### config.mk
export PLATFORM = sky130hd
export DESIGN_NAME = muldiv_unit
export DESIGN_NICKNAME = d
export VERILOG_FILES = /design/src/rtl/muldiv_unit.sv
export SDC_FILE = /design/constraint.sdc
export NUM_CORES = 1
export LEC_CHECK = 0
export CORE_MARGIN = 4
export CORE_UTILIZATION = 45
export DETAILED_ROUTE_END_ITERATION = 7
export GPL_TIMING_DRIVEN = 0
export PLACE_DENSITY_LB_ADDON = 0.25
export SLEW_MARGIN = 20
export SYNTH_ARGS = -nofsm -noshare
export SYNTH_HDL_FRONTEND = slang
export SYNTH_SLANG_ARGS = --single-unit
### constraint.sdc
create_clock -name clk -period 7.7 [get_ports clk]
set_input_delay 1.54 -clock clk [delete_from_list [all_inputs] [get_ports clk]]
set_output_delay 1.54 -clock clk [all_outputs]
set_load 0.1 [all_outputs]
### src/rtl/muldiv_unit.sv
// Iterative unsigned multiply/divide unit: shift-add multiply, restoring divide,
// one bit per cycle over WIDTH cycles, registered busy/done/result.
module muldiv_unit #(
    parameter int unsigned WIDTH = 32
) (
    input  logic             clk,
    input  logic             rst_n,
    input  logic             start,
    input  logic             flush,
    input  logic [1:0]       op,
    input  logic [WIDTH-1:0] a,
    input  logic [WIDTH-1:0] b,
    output logic             busy,
    output logic             done,
    output logic [WIDTH-1:0] result
);

    localparam int unsigned CNT_W = $clog2(WIDTH);

    typedef enum logic [1:0] {
        IDLE = 2'd0,
        RUN  = 2'd1,
        DONE = 2'd2
    } state_t;

    state_t           state;
    state_t           state_next;
    logic             accept;
    logic             last;

    logic [CNT_W-1:0] count;
    logic [1:0]       op_q;
    logic [WIDTH-1:0] opnd;
    logic [WIDTH-1:0] lo;
    logic [WIDTH:0]   acc;

    logic [WIDTH-1:0] lo_next;
    logic [WIDTH:0]   acc_next;
    logic [WIDTH:0]   mul_sum;
    logic [WIDTH:0]   div_shift;
    logic [WIDTH:0]   div_diff;
    logic             div_ge;

    // One iteration step. Multiply: acc = running high half, lo = multiplier
    // shifting out LSB first while product bits shift in. Divide: acc = partial
    // remainder (WIDTH+1 bits), lo = dividend shifting out MSB first while
    // quotient bits shift in.
    always_comb begin
        mul_sum   = {1'b0, acc[WIDTH-1:0]} + (lo[0] ? {1'b0, opnd} : '0);
        div_shift = {acc[WIDTH-1:0], lo[WIDTH-1]};
        div_diff  = div_shift - {1'b0, opnd};
        div_ge    = (div_shift >= {1'b0, opnd});
        if (op_q[1]) begin
            acc_next = div_ge ? div_diff : div_shift;
            lo_next  = {lo[WIDTH-2:0], div_ge};
        end else begin
            acc_next = {1'b0, mul_sum[WIDTH:1]};
            lo_next  = {mul_sum[0], lo[WIDTH-1:1]};
        end
    end

    always_ff @(posedge clk or negedge rst_n) begin
        if (!rst_n) begin
            state <= IDLE;
        end else begin
            state <= state_next;
        end
    end

    // Next-state decode; flush overrides every transition.
    always_comb begin
        state_next = state;
        accept     = 1'b0;
        last       = 1'b0;
        case (state)
            IDLE: begin
                if (start && !flush) begin
                    state_next = RUN;
                    accept     = 1'b1;
                end
            end
            RUN: begin
                if (!flush && (count == CNT_W'(WIDTH - 1))) begin
                    state_next = DONE;
                    last       = 1'b1;
                end
            end
            DONE:    state_next = IDLE;
            default: state_next = IDLE;
        endcase
        if (flush) begin
            state_next = IDLE;
        end
    end

    // Operand latch, iteration registers and registered outputs.
    always_ff @(posedge clk or negedge rst_n) begin
        if (!rst_n) begin
            count  <= '0;
            op_q   <= '0;
            opnd   <= '0;
            lo     <= '0;
            acc    <= '0;
            result <= '0;
            busy   <= 1'b0;
            done   <= 1'b0;
        end else begin
            busy <= (state_next == RUN);
            done <= (state_next == DONE);
            if (accept) begin
                op_q  <= op;
                opnd  <= op[1] ? b : a;
                lo    <= op[1] ? a : b;
                acc   <= '0;
                count <= '0;
            end else if ((state == RUN) && !flush) begin
                acc   <= acc_next;
                lo    <= lo_next;
                count <= count + CNT_W'(1);
            end
            // High product and remainder live in acc; low product and quotient in lo.
            if (last) begin
                result <= op_q[0] ? acc_next[WIDTH-1:0] : lo_next;
            end
        end
    end

endmodule

# ---- After elaboration in Yosys (flattened, before gate mapping)
# Index checks and enable logic that the tools add are counted.
# W data, S select, Z words.
dict set report word_totals {
  regBits 139
  in_bits 70
  output_inout_bits 34
  wordCells 44
}
dict set report op_classes {
  n_addsub 3
  n_lt_le_gt_ge 1
  n_eq_ne 4
  n_mux 21
  n_reduce_logical 6
}
# cell count
set ops {}
lappend ops {{$mux W32} 11}
lappend ops {{$add A32 B32 Y33} 1}
lappend ops {{$ge A33 B32 Y1} 1}
lappend ops {{$sub A32 B32 Y32} 1}
lappend ops {{$mux W5} 2}
lappend ops {{$mux W2} 3}
lappend ops {{$add A5 B1 Y5 const B} 1}
lappend ops {{$eq A5 B5 Y1 const B} 1}
lappend ops {{$eq A2 B1 Y1 const B} 2}
lappend ops {{$mux W1} 4}
lappend ops {{$pmux W2 S2} 1}
lappend ops {{$logic_and A1 B1 Y1} 3}
lappend ops {{$eq A2 B2 Y1 const B} 1}
lappend ops {{$logic_not A2 Y1} 1}
lappend ops {{$reduce_bool A2 Y1} 1}
lappend ops {{$logic_not A1 Y1} 1}

# ---- Depth between registers and ports, before layout
dict set report logic_depth {
  depth_word 6
  ltp_mapped 14
  mapped_depth_nobuf 13
}

# ---- Worst setup path after synthesis
# No wires, ideal clock.
dict set report synth_path {
  path_type {register -> register}
  startpoint {register lo[0]}
  endpoint {register result[26]}
  setup_time_ns 0.096
  t_arrival_ns 2.985
  required_time_ns 7.604
  slack_ns 4.620
  path_stages_with_launch 14
  path_buffers 2
  synth_period_minus_slack_ns 3.080
  path_cell_list {dfrtp_1 -> clkbuf_1 -> and2_1 -> ha_1 -> clkbuf_1 -> nand4_1 -> a21oi_1 -> a211oi_1 -> o31ai_1 -> a211oi_2 -> or4_1 -> a311oi_1 -> a21oi_1 -> o31ai_1}
}
dict set report synth_between {
  elab_chain_len 4
}
# element line_no
set synth_rtl {}
lappend synth_rtl {{start, declared} 34} ;# logic [WIDTH-1:0] lo;
lappend synth_rtl {{start signal, assigned} 113} ;# lo <= op[1] ? a : b;
lappend synth_rtl {{start signal, assigned} 118} ;# lo <= lo_next;
lappend synth_rtl {{$mux W32} 49} ;# mul_sum = {1'b0, acc[WIDTH-1:0]} + (lo[0] ? {1'b0, opnd} : '0);
lappend synth_rtl {{$add A32 B32 Y33} 49}
lappend synth_rtl {{$mux W32} 53} ;# if (op_q[1]) begin
lappend synth_rtl {{$mux W32} 123} ;# result <= op_q[0] ? acc_next[WIDTH-1:0] : lo_next;
lappend synth_rtl {{end signal, assigned} 123}
lappend synth_rtl {{end, declared} 15} ;# output logic [WIDTH-1:0] result
# No other way between the ends.
# A chain may end at the register's enable or synchronous reset.

# ---- Worst setup path in the final report
dict set report layout_path {
  startpoint {register lo[0]}
  endpoint {register result[11]}
}
# Same word-level chain as after synthesis.

==> metrics.csv <==
metric,value,unit
wirelength,43800,µm
fin_ws,3300,ps
clk_latency,440,ps
regArea,3480,µm²
switching_power,2.32,mW
grt_pass1_wl,65700,µm
drv_slew,0,
grt_pass1_vias,11200,
p_leak,5.90,nW
cp_slowest_cell,o311ai_0,
min_path_type,reg2reg,
p_int,2.31,mW
worst_setup_path_end_kind,register,
overflow,0,
vias_per_cell,6.45,
clkPwrFrac,18.1,%
reg2reg_slack,3300,ps
numPortBuffers,102,
power_density,349,nW/µm²
vias,11600,
ios,104,
ir_worst_vdd,0.156,mV
final_cell_area,13300,µm²
nets,1605,
worst_pin_slew,1160,ps
diodes,0,
p_sw_share,50.1,%
synthesis.nets,1483,
dpl.hpwl,33600,µm
fp.dieW,166,µm
rsz0062_at_grt,no,
area_growth,18.2,%
crit_arrival,4730,ps
drt_first_pass_iters,6,
clock_path_buffers,2,
synthArstFlopShare,100,%
hold_buffers,0,
ys_ff_latch,139,
start_util,46.0,%
layout-drive-gt1-share,4.66,%
cts_resized,0,
postCtsSetupRepairBufs,0,
clock-skew-final,11.5,ps
synth_flop_cell,dfrtp_1,
p_seq_share,24.7,%
drtAntennaViolNets,0,
ys_warn_count,0,
clkTransAtPathRegs,70,ps
path_cells,clkbuf_1 > and2_1 > ha_1 > inv_1 > fa_1 > nand2b_1 > a21oi_1 > o211ai_1 > a21oi_1 > o21ai_0 > o311ai_0 > nor2_1 > o41ai_2,
synthCells,1345,
finalCriticalPeriod,4400,ps
drv_cap,0,
antenna_found_initial,1,
hold_violations,0,
combPwrFrac,57.2,%
row_count,57,
cts_tree,done,
setup_viol,0,
timing.slew.headroom,22.7,%
post-route-period-util,57.1,%
synth_area,11200,µm²
die_area,27600,µm²
fmax,227,MHz
routedWlPerCell,24.3,µm
core_area,24500,µm²
max_stage_delay,810,ps
critPathKind,reg2reg,
htreeDepth,4,
drcViolationCount,0,
grt_max_degree,84,
cts_buffers,17,
drt_iter0_drc,1246,
avgSynthCellArea,8.36,µm²
fp.dieH,166,µm
required,8040,ps
dpl_cell_area,12700,µm²
synth_seq_area_share,30.9,%
multi_input_area,7160,µm²
crit_top_cell,a21oi_1,
post-place-ws,3200,ps
ys_types,79,
critPathLaunchType,register,
gp_congestion,0.997,
whs,517,ps
cts-root-buf,clkbuf_16,
synth-edff-count,0,
clock_sinks,139,
fillers,2280,
status,completed,
grt_usage,30.6,%
path_max_fanout,10,
cells in the final DEF (no fill, tap or decap), drive strengths merged, types with 14 or more instances in the layout:
| cell | Yosys | final |
|---|---|---|
| a221oi | 15 | 15 |
| dfrtp | 139 | 139 |
| o211ai | 22 | 22 |
| o31ai | 21 | 21 |
| and2 | 37 | 37 |
| nor2 | 100 | 100 |
| xnor2 | 30 | 30 |
| a211oi | 18 | 18 |
| nor3 | 21 | 21 |
| xor2 | 21 | 21 |
| nand3 | 45 | 45 |
| inv | 56 | 64 |
| clkbuf | 76 | 94 |
| a21o | 28 | 28 |
| and3 | 14 | 14 |
| ha | 66 | 66 |
| buf | 16 | 18 |
| o221ai | 21 | 21 |
| o21ai | 82 | 82 |
| a21oi | 131 | 131 |
| clkdlybuf4s50 | 0 | 101 |
| a31oi | 31 | 31 |
| mux2i | 100 | 100 |
| nand2 | 122 | 122 |
cells by family (layout without fill, tap and decap cells):
| logic type | after synthesis | after routing | synth area share, % |
|---|---|---|---|
| xor gates and xnor gates | 51 | 51 | 3.97 |
| buffers and inverters | 149 | 284 | 5.33 |
| muxes | 101 | 101 | 9.00 |
| adders and majority gates | 68 | 68 | 7.70 |
| and+or+nand+nor | 388 | 388 | 16.4 |
| AOI/OAI and AO/OA | 449 | 449 | 26.7 |
| DFF | 139 | 139 | 30.9 |
area by class of cell:
type	instances	area share, %
repair buffers	103	7.93
well taps	324	3.05
flip-flops and latches	139	26.2
plain buffers	92	2.90
clock inverters	14	1.14
inverters	57	1.61
clock buffers	18	3.30
multi-input cells	1057	53.9
worst paths after layout:
kind,startpoint,endpoint,cells after the start
worst max-delay path,lo[0],result[11],13
worst min-delay path,count[4],count[4],1
worst max register to register,lo[0],result[11],13
worst min register to register,count[4],count[4],1
max in group asynchronous,rst_n,result[20],2
min in group asynchronous,rst_n,count[2],1
through the flow:
step | TNS (ps) | cells | total power, mW | util [%]
2_1_floorplan | 0 | 1345 | 2.88 | -
3_3_place_gp | -96870 | 1771 | 3.65 | 51.8
3_5_place_dp | 0 | 1772 | 3.68 | 51.9
4_1_cts | 0 | 1804 | 4.53 | 54.3
5_1_grt | 0 | 1804 | 4.89 | 54.3
6_report | 0 | 1804 | 4.64 | 54.3
power groups by stage:
stage	Clock [mW]	Combinational [mW]	Sequential, mW
2_1_floorplan	0	1.85	1.03
3_3_place_gp	0	2.52	1.14
3_5_place_dp	0	2.54	1.14
4_1_cts	0.836	2.57	1.13
5_1_grt	0.867	2.87	1.16
6_report	0.840	2.65	1.15
worst max-delay path: cells and delay by family (launching register included):
kind	cells	cell delay, ps
AOI/OAI and AO/OA	6	1940
adders and majority gates	2	640
DFF	1	540
buffers and inverters	2	600
and+or+nand+nor	3	570
synthesized netlist by cell type, types with 14 or more instances:
| library cell | count | share of area, % |
|---|---|---|
| a211oi_1 | 17 | 1.1 |
| nand3_1 | 44 | 2.0 |
| o31ai_1 | 18 | 1.2 |
| and3_1 | 14 | 0.78 |
| o211ai_1 | 22 | 1.5 |
| o221ai_1 | 21 | 1.6 |
| ha_1 | 66 | 7.3 |
| xor2_1 | 21 | 1.6 |
| nor2_1 | 99 | 3.3 |
| inv_1 | 56 | 1.9 |
| o21ai_0 | 73 | 3.3 |
| a31oi_1 | 31 | 1.7 |
| nor3_1 | 21 | 0.93 |
| mux2i_1 | 100 | 8.9 |
| nand2_1 | 121 | 4.0 |
| clkbuf_1 | 76 | 2.5 |
| and2_1 | 36 | 2.0 |
| dfrtp_1 | 139 | 31 |
| xnor2_1 | 30 | 2.3 |
| a221oi_1 | 14 | 1.1 |
| a21oi_1 | 130 | 5.8 |
| a21o_1 | 28 | 1.9 |
sequential cells by signal (all words and copies together), names as in the netlist:
register	cells
acc	32
lo	32
opnd	32
result	32
count	5
op_q	2
state	2
busy	1
done	1
per-layer routing:
metal,vias to the layer above,track usage [%],routed length [µm]
met5,-,0,15
met4,2,12.0,1860
met3,147,8.95,4930
met2,634,47.1,19200
met1,5612,40.6,17800
li1,5243,-,-
No activity file was read; power rests on OpenSTA's default activity.
